==> config.mk <==
export PLATFORM = sky130hd
export DESIGN_NAME = maquina_pintar_bandas_flat
export DESIGN_NICKNAME = d
export VERILOG_FILES = /design/src/rtl/maquina_pintar_bandas_if.sv /design/src/rtl/maquina_pintar_bandas.sv /design/src/flat_wrapper.sv
export SDC_FILE = /design/constraint.sdc
export NUM_CORES = 1
export LEC_CHECK = 0
export ABC_AREA = 1
export CORE_MARGIN = 2
export CORE_UTILIZATION = 50
export DETAILED_ROUTE_END_ITERATION = 8
export PLACE_DENSITY = 0.75
export SETUP_SLACK_MARGIN = 0.02
export SLEW_MARGIN = 5
export SYNTH_ARGS = -nofsm -noshare
export SYNTH_HDL_FRONTEND = slang
export SYNTH_SLANG_ARGS = --single-unit
==> constraint.sdc <==
create_clock -name clk -period 4.43 [get_ports clk]
set_clock_uncertainty 0.15 [all_clocks]
set_input_delay 1.1075 -clock clk [delete_from_list [all_inputs] [get_ports clk]]
set_output_delay 1.1075 -clock clk [all_outputs]
set_load 0.005 [all_outputs]
==> src/rtl/maquina_pintar_bandas_if.sv <==
// Player-facing bus of the lane painter: request/mode inputs from the pad
// synchroniser and the highlight/colour/hit outputs towards the painter.
interface maquina_pintar_bandas_if #(
    parameter int N_BANDAS = 5,
    parameter int COLOR_W  = 3,
    parameter int CNT_W    = 8
);
    localparam int IDX_W = (N_BANDAS > 1) ? $clog2(N_BANDAS) : 1;

    logic                inicio;
    logic                estatica_req;
    logic [N_BANDAS-1:0] banda_req;
    logic                modo;
    logic [COLOR_W-1:0]  color_banda;
    logic [COLOR_W-1:0]  color_res;
    logic [N_BANDAS:0]   salida;
    logic                hit_valid;
    logic [IDX_W-1:0]    hit_idx;
    logic [CNT_W-1:0]    aciertos;

    modport master (
        output inicio, estatica_req, banda_req, modo, color_banda,
        input  color_res, salida, hit_valid, hit_idx, aciertos
    );

    modport slave (
        input  inicio, estatica_req, banda_req, modo, color_banda,
        output color_res, salida, hit_valid, hit_idx, aciertos
    );
endinterface

==> src/rtl/maquina_pintar_bandas.sv <==
// Drum-lane paint FSM: debounces single-lane hits, drives a one-hot lane
// highlight plus colour code, and counts accepted hits (saturating).
// All outputs are registered and decoded from the next state.
module maquina_pintar_bandas #(
    parameter int N_BANDAS  = 5,
    parameter int COLOR_W   = 3,
    parameter int MIN_HOLD  = 2,
    parameter int PULSE_LEN = 8,
    parameter int CNT_W     = 8
) (
    input  logic                      clk,
    input  logic                      reset,
    maquina_pintar_bandas_if.slave    bus
);
    localparam int IDX_W  = (N_BANDAS > 1) ? $clog2(N_BANDAS) : 1;
    localparam int HOLD_W = (MIN_HOLD > 1) ? $clog2(MIN_HOLD) : 1;
    localparam int TMR_W  = $clog2(PULSE_LEN + 1);

    typedef enum logic [2:0] {INICIAL, PINTAR, ESTATICA, FILTRO, BANDA} estado_t;

    estado_t             estado_q, estado_d;
    logic [IDX_W-1:0]    cand_q, cand_d;
    logic [HOLD_W-1:0]   cnt_q, cnt_d;
    logic [TMR_W-1:0]    timer_q, timer_d;
    logic [N_BANDAS-1:0] armed_q, armed_d;
    logic                modo_q, modo_d;
    logic [IDX_W-1:0]    hit_idx_q, hit_idx_d;
    logic [CNT_W-1:0]    aciertos_q, aciertos_d;
    logic                hit_valid_q, hit_valid_d;
    logic [N_BANDAS:0]   salida_q, salida_d;
    logic [COLOR_W-1:0]  color_q, color_d;

    logic                req_onehot;
    logic [IDX_W-1:0]    req_idx;
    logic [N_BANDAS-1:0] cand_oh;

    // Decode whether exactly one lane is requested and which one
    always_comb begin
        req_onehot = 1'b0;
        req_idx    = '0;
        for (int i = 0; i < N_BANDAS; i++) begin
            if (bus.banda_req == (N_BANDAS'(1) << i)) begin
                req_onehot = 1'b1;
                req_idx    = IDX_W'(i);
            end
        end
    end

    assign cand_oh = N_BANDAS'(1) << cand_q;

    // Next-state, hit bookkeeping and Moore output decode of the next state
    always_comb begin
        estado_d    = estado_q;
        cand_d      = cand_q;
        cnt_d       = cnt_q;
        timer_d     = timer_q;
        modo_d      = modo_q;
        hit_idx_d   = hit_idx_q;
        aciertos_d  = aciertos_q;
        hit_valid_d = 1'b0;
        // any released lane becomes eligible again
        armed_d     = armed_q | ~bus.banda_req;

        case (estado_q)
            INICIAL: begin
                if (bus.inicio && !bus.estatica_req && bus.banda_req == '0) begin
                    estado_d   = PINTAR;
                    aciertos_d = '0;
                end
            end
            PINTAR: begin
                if (bus.estatica_req) begin
                    estado_d = ESTATICA;
                end else if (req_onehot && armed_q[req_idx]) begin
                    cand_d   = req_idx;
                    cnt_d    = '0;
                    estado_d = FILTRO;
                end
            end
            ESTATICA: begin
                if (!bus.estatica_req) estado_d = PINTAR;
            end
            FILTRO: begin
                if (bus.banda_req != cand_oh) begin
                    estado_d = PINTAR;
                    cnt_d    = '0;
                end else if (cnt_q == HOLD_W'(MIN_HOLD - 1)) begin
                    estado_d    = BANDA;
                    hit_valid_d = 1'b1;
                    hit_idx_d   = cand_q;
                    if (aciertos_q != '1) aciertos_d = aciertos_q + 1'b1;
                    modo_d      = bus.modo;
                    timer_d     = TMR_W'(PULSE_LEN);
                    // pulse mode: the held lane must be released before it can hit again
                    if (bus.modo) armed_d[cand_q] = 1'b0;
                end else begin
                    cnt_d = cnt_q + 1'b1;
                end
            end
            BANDA: begin
                if (modo_q) begin
                    if (timer_q == TMR_W'(1)) estado_d = PINTAR;
                    else                      timer_d  = timer_q - 1'b1;
                end else if (bus.banda_req != cand_oh) begin
                    estado_d = PINTAR;
                end
            end
            default: estado_d = INICIAL;
        endcase

        salida_d = '0;
        color_d  = '0;
        case (estado_d)
            PINTAR, FILTRO: color_d = '1;
            ESTATICA: begin
                salida_d[0] = 1'b1;
                color_d     = bus.color_banda;
            end
            BANDA:    salida_d = ((N_BANDAS + 1)'(1) << cand_d) << 1;
            default:  ;
        endcase
    end

    // State and registered outputs
    always_ff @(posedge clk or negedge reset) begin
        if (!reset) begin
            estado_q    <= INICIAL;
            cand_q      <= '0;
            cnt_q       <= '0;
            timer_q     <= '0;
            armed_q     <= '1;
            modo_q      <= 1'b0;
            hit_idx_q   <= '0;
            aciertos_q  <= '0;
            hit_valid_q <= 1'b0;
            salida_q    <= '0;
            color_q     <= '0;
        end else begin
            estado_q    <= estado_d;
            cand_q      <= cand_d;
            cnt_q       <= cnt_d;
            timer_q     <= timer_d;
            armed_q     <= armed_d;
            modo_q      <= modo_d;
            hit_idx_q   <= hit_idx_d;
            aciertos_q  <= aciertos_d;
            hit_valid_q <= hit_valid_d;
            salida_q    <= salida_d;
            color_q     <= color_d;
        end
    end

    assign bus.salida    = salida_q;
    assign bus.color_res = color_q;
    assign bus.hit_valid = hit_valid_q;
    assign bus.hit_idx   = hit_idx_q;
    assign bus.aciertos  = aciertos_q;
endmodule

==> src/flat_wrapper.sv <==
// flat-port wrapper written by rule: the top's interface ports become plain ports
module maquina_pintar_bandas_flat 
#(
    parameter int N_BANDAS  = 5,
    parameter int COLOR_W   = 3,
    parameter int MIN_HOLD  = 2,
    parameter int PULSE_LEN = 8,
    parameter int CNT_W     = 8
)
  (clk, reset, bus_inicio, bus_estatica_req, bus_banda_req, bus_modo, bus_color_banda, bus_color_res, bus_salida, bus_hit_valid, bus_hit_idx, bus_aciertos);
  maquina_pintar_bandas_if #(.N_BANDAS(N_BANDAS), .COLOR_W(COLOR_W), .CNT_W(CNT_W)) bus_i ();
  input  logic clk;
  input  logic reset;
  input wire logic [$bits(bus_i.inicio)-1:0] bus_inicio;
  input wire logic [$bits(bus_i.estatica_req)-1:0] bus_estatica_req;
  input wire logic [$bits(bus_i.banda_req)-1:0] bus_banda_req;
  input wire logic [$bits(bus_i.modo)-1:0] bus_modo;
  input wire logic [$bits(bus_i.color_banda)-1:0] bus_color_banda;
  output wire logic [$bits(bus_i.color_res)-1:0] bus_color_res;
  output wire logic [$bits(bus_i.salida)-1:0] bus_salida;
  output wire logic [$bits(bus_i.hit_valid)-1:0] bus_hit_valid;
  output wire logic [$bits(bus_i.hit_idx)-1:0] bus_hit_idx;
  output wire logic [$bits(bus_i.aciertos)-1:0] bus_aciertos;
  assign bus_i.inicio = bus_inicio;
  assign bus_i.estatica_req = bus_estatica_req;
  assign bus_i.banda_req = bus_banda_req;
  assign bus_i.modo = bus_modo;
  assign bus_i.color_banda = bus_color_banda;
  assign bus_color_res = bus_i.color_res;
  assign bus_salida = bus_i.salida;
  assign bus_hit_valid = bus_i.hit_valid;
  assign bus_hit_idx = bus_i.hit_idx;
  assign bus_aciertos = bus_i.aciertos;
  maquina_pintar_bandas #(.N_BANDAS(N_BANDAS), .COLOR_W(COLOR_W), .MIN_HOLD(MIN_HOLD), .PULSE_LEN(PULSE_LEN), .CNT_W(CNT_W)) u_core (.clk(clk), .reset(reset), .bus(bus_i));
endmodule
==> flow_summary.toml, run 1 <==
[sta]
hold_viol_final = 0
setup_ws_ns = 1.63
setup_violations = 0
period_share_pct = 63.3
slew_headroom_pct = 45.2
slew_viol_final = 0
whs_ns = 0.318
rsz0062_at_grt = "false"
max_freq_mhz = 357
tns_ns = 0
fin_crit_ns = 2.80
tightest_slew_ns = 0.822

[pwr]
power_switching_mw = 0.411
combPwrFrac_pct = 36.6
intPower_mw = 0.785
p_leak_nw = 1.30
swShare_pct = 34.4
seqPwrFrac_pct = 39.5
ir_drop_mv = 0.176
clkPwrFrac_pct = 23.9
p_per_area_mw_per_mm2 = 456

[place]
dp_hpwl_um = 3280
io_buffers = 33
place_congestion = 0.948
dpl_worst_slack_ns = 1.34

[setup_path]
start_kind = "input pin"
worstPathArrival_ns = 2.85
critPathSlowestCell = "clkdlybuf4s50_1"
required_ns = 4.47
critPathMaxStageDelay_ns = 0.50
path_delay_family = "simple AND/OR/NAND/NOR gates"
worstPathCellList = "clkdlybuf4s50_1, nor2_2, inv_2, nand2_1, nand3_1, nor2_2, nand2_4, nand2_1, nand2_2, o31ai_1"
critPathKind = "in2reg"
cp-end-kind = "flip-flop"
critical_path_buf_inv_count = 2
critPathMaxFanout = 16
r2r_slack_ns = 2.50

[cells_and_area]
drive_gt1_share_pct = 18.5
final_common_cell = "nand2_1"
final_nets = 313
syn_to_final_growth_pct = 22.6
post-route-util_pct = 64.7
diodes = 0
layout_common_cells = "65 x nand2_1, 33 x dfrtp_1, 32 x inv_1, 32 x clkdlybuf4s50_1, 28 x nand3_1"

[global_routing]
grt_pass1_wl_um = 7530
grt_pass1_vias = 1716
grtUsageTotal_pct = 19.4
antenna_found_initial = 0
grt_start_max_net_pins = 39
grt-ovfl-total = 0

[die]
die_area_sq_mm = 0.00482
fp.dieW_um = 69.4
die_h_um = 69.4
initial_core_util_pct = 52.8
row_count = 23
coreArea_sq_mm = 0.00406
io_pins = 34

[clock_tree]
cts_hold_buf = 0
clk_pin_slew_ns = 0.07
cts_tree = "done"
cts_resized = 0
htreeDepth = 2
cts.sinks = 38
cts-root-buf = "clkbuf_8"
worstSkewPairLatency_ns = 0.29
cts_buffers = 5
clockBufferDepth = 2
postCtsSetupRepairBufs = 0

[synth]
synth-seq-area-share_pct = 44.7
ys_ff_latch = 38
synth_area_sq_mm = 0.00214
syn_avg_cell_area_sq_um = 8.30
synth_cells = 258
synth_warnings = 0
syn_nets = 274
ys_types = 32

[routing]
drtAntennaViolNets = 0
drt_iter0_drc = 104
dr_total_vias = 1775
wl_per_cell_um = 12.1
viasPerCell = 5.10
wl_um = 4200
drc = 0
dr.pass1.iters = 4

[outcome]
status = "finished clean"

[run]
max_cap_violations = 0

[worst_hold_path]
min_path_type = "reg2reg"
power groups by stage:
stage / clock [mW] / combinational, mW / sequential, mW
floorplan: 0 / 0.280 / 0.473
global placement: 0 / 0.434 / 0.477
detailed placement: 0 / 0.442 / 0.479
CTS: 0.294 / 0.442 / 0.473
global route: 0.304 / 0.495 / 0.484
finish: 0.286 / 0.437 / 0.472
area by class of cell:
type                    instances  area [sq um]
multi-input cells             178          1020
clock buffers                   7          76.3
inverters                      41           156
flip-flops and latches         38           957
clock inverters                 1          30.0
fillers                       354          1430
repair buffers                 33           325
well taps                      50          62.6
registers in the layout, summed over array words and instances (netlist names):
signal                cells
u_core.armed_q            5
u_core.bus.aciertos       8
u_core.bus.color_res      3
u_core.bus.hit_idx        3
u_core.bus.hit_valid      1
u_core.bus.salida         6
u_core.cand_q             3
u_core.cnt_q              1
u_core.estado_q           3
u_core.modo_q             1
u_core.timer_q            4
path summary, 6_finish.rpt:
kind                                       startpoint                      to  cells past startpoint
worst max-delay path                 bus_banda_req[2]  u_core.bus.aciertos[3]                     10
worst min-delay path            u_core.bus.hit_idx[0]   u_core.bus.hit_idx[0]                      2
worst max register to register       u_core.cand_q[2]  u_core.bus.aciertos[3]                     10
worst min register to register  u_core.bus.hit_idx[0]   u_core.bus.hit_idx[0]                      2
max in group asynchronous                       reset        u_core.cand_q[0]                      1
min in group asynchronous                       reset   u_core.bus.hit_idx[0]                      1
kinds of logic (layout without fill, tap and decap cells):
group | Yosys count | after routing | share of synthesized area [%]
compound gates | 26 | 26 | 8.12
xor+xnor | 6 | 6 | 2.81
fa+ha+maj | 3 | 3 | 1.75
buf+inv | 42 | 82 | 7.83
flops | 38 | 38 | 44.7
simple gates | 143 | 143 | 34.8
metrics by stage:
step	power, mW	instances	instance area, sq um
4_1_cts	1.21	348	2620
3_3_place_gp	0.911	340	2520
5_1_grt	1.28	348	2620
6_report	1.20	348	2620
2_1_floorplan	0.752	258	2140
3_5_place_dp	0.921	340	2520
metal layers:
layer | up-vias | routed length (um) | global-route usage [%] | share of wire, %
met2 | 43 | 2060 | 31.6 | 49
met3 | 9 | 170 | 3.78 | 4.0
met4 | 0 | 77 | 8.28 | 1.8
li1 | 905 | - | - | -
met1 | 818 | 1890 | 25.2 | 45
met5 | - | 0 | 0 | 0
tightest hold or removal path, delay by kind of cell, from the launching register on:
family | cells | cell delay, ns
flip-flops | 1 | 0.34
AND/OR/NAND/NOR | 2 | 0.09
cells in the mapped netlist (all sizes together):
cell / count / area [sq um]
nor3: 2 / 10.0
dfstp: 5 / 131
nand4: 3 / 18.8
o22a: 1 / 8.76
nand3b: 1 / 7.51
nand2: 76 / 338
buf: 1 / 11.3
nor4: 1 / 6.26
nor2: 22 / 131
a31oi: 1 / 6.26
o22ai: 2 / 12.5
ha: 3 / 37.5
o31ai: 7 / 52.6
a21oi: 2 / 10.0
or2: 2 / 12.5
dfrtp: 33 / 826
xor2: 6 / 60.1
nand3: 36 / 220
inv: 41 / 156
o21ai: 13 / 83.8
Power figures use the tool's default switching activity.
==> run 2: changes to the inputs <==
- clock period: 4.43 -> 2.8 ns (I/O delays scaled with it)
==> flow_summary.toml, run 2 (synthesis results as in run 1) <==
[outcome]
status = "finished clean"

[clock_tree]
worstSkewPairLatency_ns = 0.29
clk_pin_slew_ns = 0.07
cts.sinks = 38
clockBufferDepth = 2
cts_tree = "done"
postCtsSetupRepairBufs = 0
cts_hold_buf = 0
cts_resized = 0
htreeDepth = 2
cts_buffers = 5
cts-root-buf = "clkbuf_8"

[setup_path]
critPathMaxFanout = 16
required_ns = 2.84
critPathMaxStageDelay_ns = 0.54
critPathKind = "in2reg"
worstPathArrival_ns = 2.45
worstPathCellList = "clkdlybuf4s50_1, nor2_4, inv_2, nand2_1, nand3_1, nor2_2, nand2_4, nand2_1, nand2_2, o31ai_1"
start_kind = "input pin"
critPathSlowestCell = "clkdlybuf4s50_1"
cp-end-kind = "flip-flop"
crit_top_cell = "nand2_1"

[routing]
drtAntennaViolNets = 0
dr.pass1.iters = 4
drc = 0
wl_per_cell_um = 12.0
dr_total_vias = 1734
viasPerCell = 4.98
wl_um = 4170
drt_iter0_drc = 56

[sta]
slew_headroom_pct = 45.7
setup_ws_ns = 0.394
period_share_pct = 85.9
tns_ns = 0
fin_crit_ns = 2.41
hold_viol_final = 0
rsz0062_at_grt = "false"
setup_violations = 0
max_freq_mhz = 416
tightest_slew_ns = 0.814
slew_viol_final = 0

[pwr]
combPwrFrac_pct = 36.7
power_switching_mw = 0.652
clkPwrFrac_pct = 23.9
seqPwrFrac_pct = 39.4
intPower_mw = 1.24
ir_drop_mv = 0.274
p_per_area_mw_per_mm2 = 721
p_leak_nw = 1.30
swShare_pct = 34.4

[die]
initial_core_util_pct = 52.8
row_count = 23
die_h_um = 69.4
fp.dieW_um = 69.4
die_area_sq_mm = 0.00482
io_pins = 34
coreArea_sq_mm = 0.00406

[cells_and_area]
nFillCells = 342
drive_gt1_share_pct = 18.5
final_common_cell = "nand2_1"
final_nets = 313
post-route-util_pct = 64.7
diodes = 0
syn_to_final_growth_pct = 22.6
layout_common_cells = "65 x nand2_1, 33 x dfrtp_1, 32 x inv_1, 32 x clkdlybuf4s50_1, 28 x nand3_1"
largest_reg_flops = 8

[global_routing]
antenna_found_initial = 0
use_met3_pct = 4.94
grtUsageTotal_pct = 19.5
use_met2_pct = 31.5
grt_pass1_wl_um = 7510
grt-busiest-layer = "met2"
grt-ovfl-total = 0
grt_start_max_net_pins = 39
grtUsageMet1_pct = 25.0
grt_pass1_vias = 1717

[worst_hold_path]
min_path_type = "reg2reg"

[place]
dpl_worst_slack_ns = 0.102
io_buffers = 33
dp_hpwl_um = 3230
place_congestion = 0.948

[run]
max_cap_violations = 0
## run 2: cell counts in the layout (fill, tap and decap cells not counted)
Identical to the previous run, type by type.
## run 2: layout make-up
type / instances / area [sq um] / area share [%]
Inverter: 41 / 156 / 5.96
Clock inverter: 1 / 30.0 / 1.14
Multi-Input combinational cell: 178 / 1020 / 38.7
Clock buffer: 7 / 76.3 / 2.91
Timing Repair Buffer: 33 / 325 / 12.4
Tap cell: 50 / 62.6 / 2.38
Sequential cell: 38 / 957 / 36.5
## run 2: power by group through the flow
stage	Clock (mW)	Sequential, mW	Combinational, mW
after floorplan	0	0.748	0.442
after global placement	0	0.755	0.687
after detailed placement	0	0.757	0.700
after CTS	0.463	0.748	0.704
after global routing	0.485	0.765	0.787
final	0.452	0.746	0.695
## run 2: per-stage QoR
step | area, sq um | total power [mW] | hold WS, ns | instances
floorplan | 2140 | 1.19 | 0.254 | 258
global placement | 2520 | 1.44 | 0.304 | 340
detailed placement | 2520 | 1.46 | 0.311 | 340
CTS | 2620 | 1.91 | 0.327 | 348
global route | 2620 | 2.04 | 0.383 | 348
finish | 2620 | 1.89 | 0.319 | 348
## run 2: worst max-delay path, delay by kind of cell
kind	cells	cell delay [ns]
and+or+nand+nor	7	0.88
AOI/OAI and AO/OA	1	0.26
buffers and inverters	2	0.58
## run 2: path summary, 6_finish.rpt
kind	startpoint	endpoint	slack, ns	depth (start not counted)
max reg2reg	u_core.cand_q[1]	u_core.bus.aciertos[4]	0.87	9
max in group asynchronous	reset	u_core.cand_q[0]	1.63	1
min	u_core.bus.hit_idx[0]	u_core.bus.hit_idx[0]	0.32	2
min in group asynchronous	reset	u_core.timer_q[2]	0.35	1
max	bus_banda_req[0]	u_core.bus.aciertos[4]	0.39	10
min reg2reg	u_core.bus.hit_idx[0]	u_core.bus.hit_idx[0]	0.32	2
## run 2: per-layer routing
metal  part of all wire [%]  up-vias
li1                       -      903
met1                     45      788
met2                     48       34
met3                    4.5        9
met4                    1.9        0
met5                      0        -
==> run 3: changes to the inputs <==
- RECOVER_POWER: not set -> 25
==> flow_summary.toml, run 3 (synthesis results as in run 1) <==
[outcome]
status = "complete, but fails checks"
violations = "max-capacitance violations, max-slew violations"

[place]
post_dp_cell_area_sq_mm = 0.00252
place_congestion = 0.948
dpl_worst_slack_ns = 0.102
dp_hpwl_um = 3230
io_buffers = 33

[die]
initial_core_util_pct = 52.8
coreArea_sq_mm = 0.00406
row_count = 23
die_h_um = 69.4
fp.dieW_um = 69.4
io_pins = 34
die_area_sq_mm = 0.00482

[routing]
drc = 0
viasPerCell = 4.98
dr_total_vias = 1734
met3WireLength_um = 189
dr.pass1.iters = 4
wl_per_cell_um = 12.0
drtAntennaViolNets = 0
wl_um = 4170
wl_met1_um = 1880
top_layer_used = "met4"
drt_iter0_drc = 56
route.met2.wl_um = 2020

[global_routing]
grtUsageTotal_pct = 19.5
grt_start_max_net_pins = 39
grt_pass1_vias = 1717
grt-ovfl-total = 0
antenna_found_initial = 0
grt_pass1_wl_um = 7510

[clock_tree]
worstSkewPairLatency_ns = 0.29
cts.sinks = 38
cts-root-buf = "clkbuf_8"
cts_buffers = 5
postCtsSetupRepairBufs = 0
htreeDepth = 2
cts_resized = 0
clk_pin_slew_ns = 0.07
cts_tree = "done"
cts_hold_buf = 0
clockBufferDepth = 2

[pwr]
p_leak_nw = 1.30
p_per_area_mw_per_mm2 = 722
ir_drop_mv = 0.274

[sta]
max_freq_mhz = 416
setup_violations = 0
tns_ns = 0
slew_headroom_pct = -30.3
fin_crit_ns = 2.41
slew_viol_final = 39
hold_viol_final = 0
rsz0062_at_grt = "false"
period_share_pct = 85.9
tightest_slew_ns = 1.96
setup_ws_ns = 0.394

[setup_path]
cp-end-kind = "flip-flop"
required_ns = 2.84
worstPathArrival_ns = 2.45
critPathKind = "in2reg"
start_kind = "input pin"
critPathMaxFanout = 16

[worst_hold_path]
min_path_type = "reg2reg"

[run]
max_cap_violations = 1

[cells_and_area]
largest_reg_flops = 8
layout_common_cells = "65 x nand2_1, 33 x dfrtp_1, 32 x inv_1, 32 x clkdlybuf4s50_1, 28 x nand3_1"
final_nets = 313
final_common_cell = "nand2_1"
syn_to_final_growth_pct = 22.5
drive_gt1_share_pct = 18.1
diodes = 0
final_area_sq_mm = 0.00262
[run 3: path summary, 6_finish.rpt]
path                                        from                      to  slack, ns  depth (start not counted)
setup / recovery                bus_banda_req[0]  u_core.bus.aciertos[4]       0.39                         10
hold / removal             u_core.bus.hit_idx[0]   u_core.bus.hit_idx[0]       0.32                          2
setup reg to reg                u_core.cand_q[1]  u_core.bus.aciertos[4]       0.87                          9
hold reg to reg            u_core.bus.hit_idx[0]   u_core.bus.hit_idx[0]       0.32                          2
max in group asynchronous                  reset        u_core.cand_q[0]       0.57                          1
min in group asynchronous                  reset       u_core.timer_q[2]       0.80                          1
[run 3: worst max-delay path: stages]
cell	delay, ns
clkdlybuf4s50_1	0.54
nor2_4	0.20
inv_2	0.04
nand2_1	0.05
nand3_1	0.07
nor2_2	0.15
nand2_4	0.10
nand2_1	0.11
nand2_2	0.20
o31ai_1	0.26
[run 3: per-layer routing]
| layer | vias up | global-route usage (%) |
|---|---|---|
| li1 | 903 | - |
| met1 | 788 | 25.0 |
| met4 | 0 | 8.06 |
| met2 | 34 | 31.5 |
| met3 | 9 | 4.94 |
| met5 | - | 0 |
[run 3: cell type report]
cell class	count	area, sq um
clock buffer	7	76.3
clock inverter	1	30.0
fill	343	1440
inverter	41	156
multi-input combinational	178	1020
sequential	38	957
tap	50	62.6
timing repair buffer	33	324
[run 3: metrics by stage]
step,hold slack [ns],power [mW],std cells,utilization (%)
after floorplan,0.254,1.19,258,-
after global placement,0.304,1.44,340,62.0
after detailed placement,0.311,1.46,340,62.0
after CTS,0.327,1.91,348,64.7
after global routing,0.383,2.04,348,64.6
final,0.319,1.89,348,64.6
[run 3: where the power goes]
part	switching, mW	internal [mW]
Combinational	0.371	0.324
Sequential	0.0949	0.651
Clock	0.186	0.266
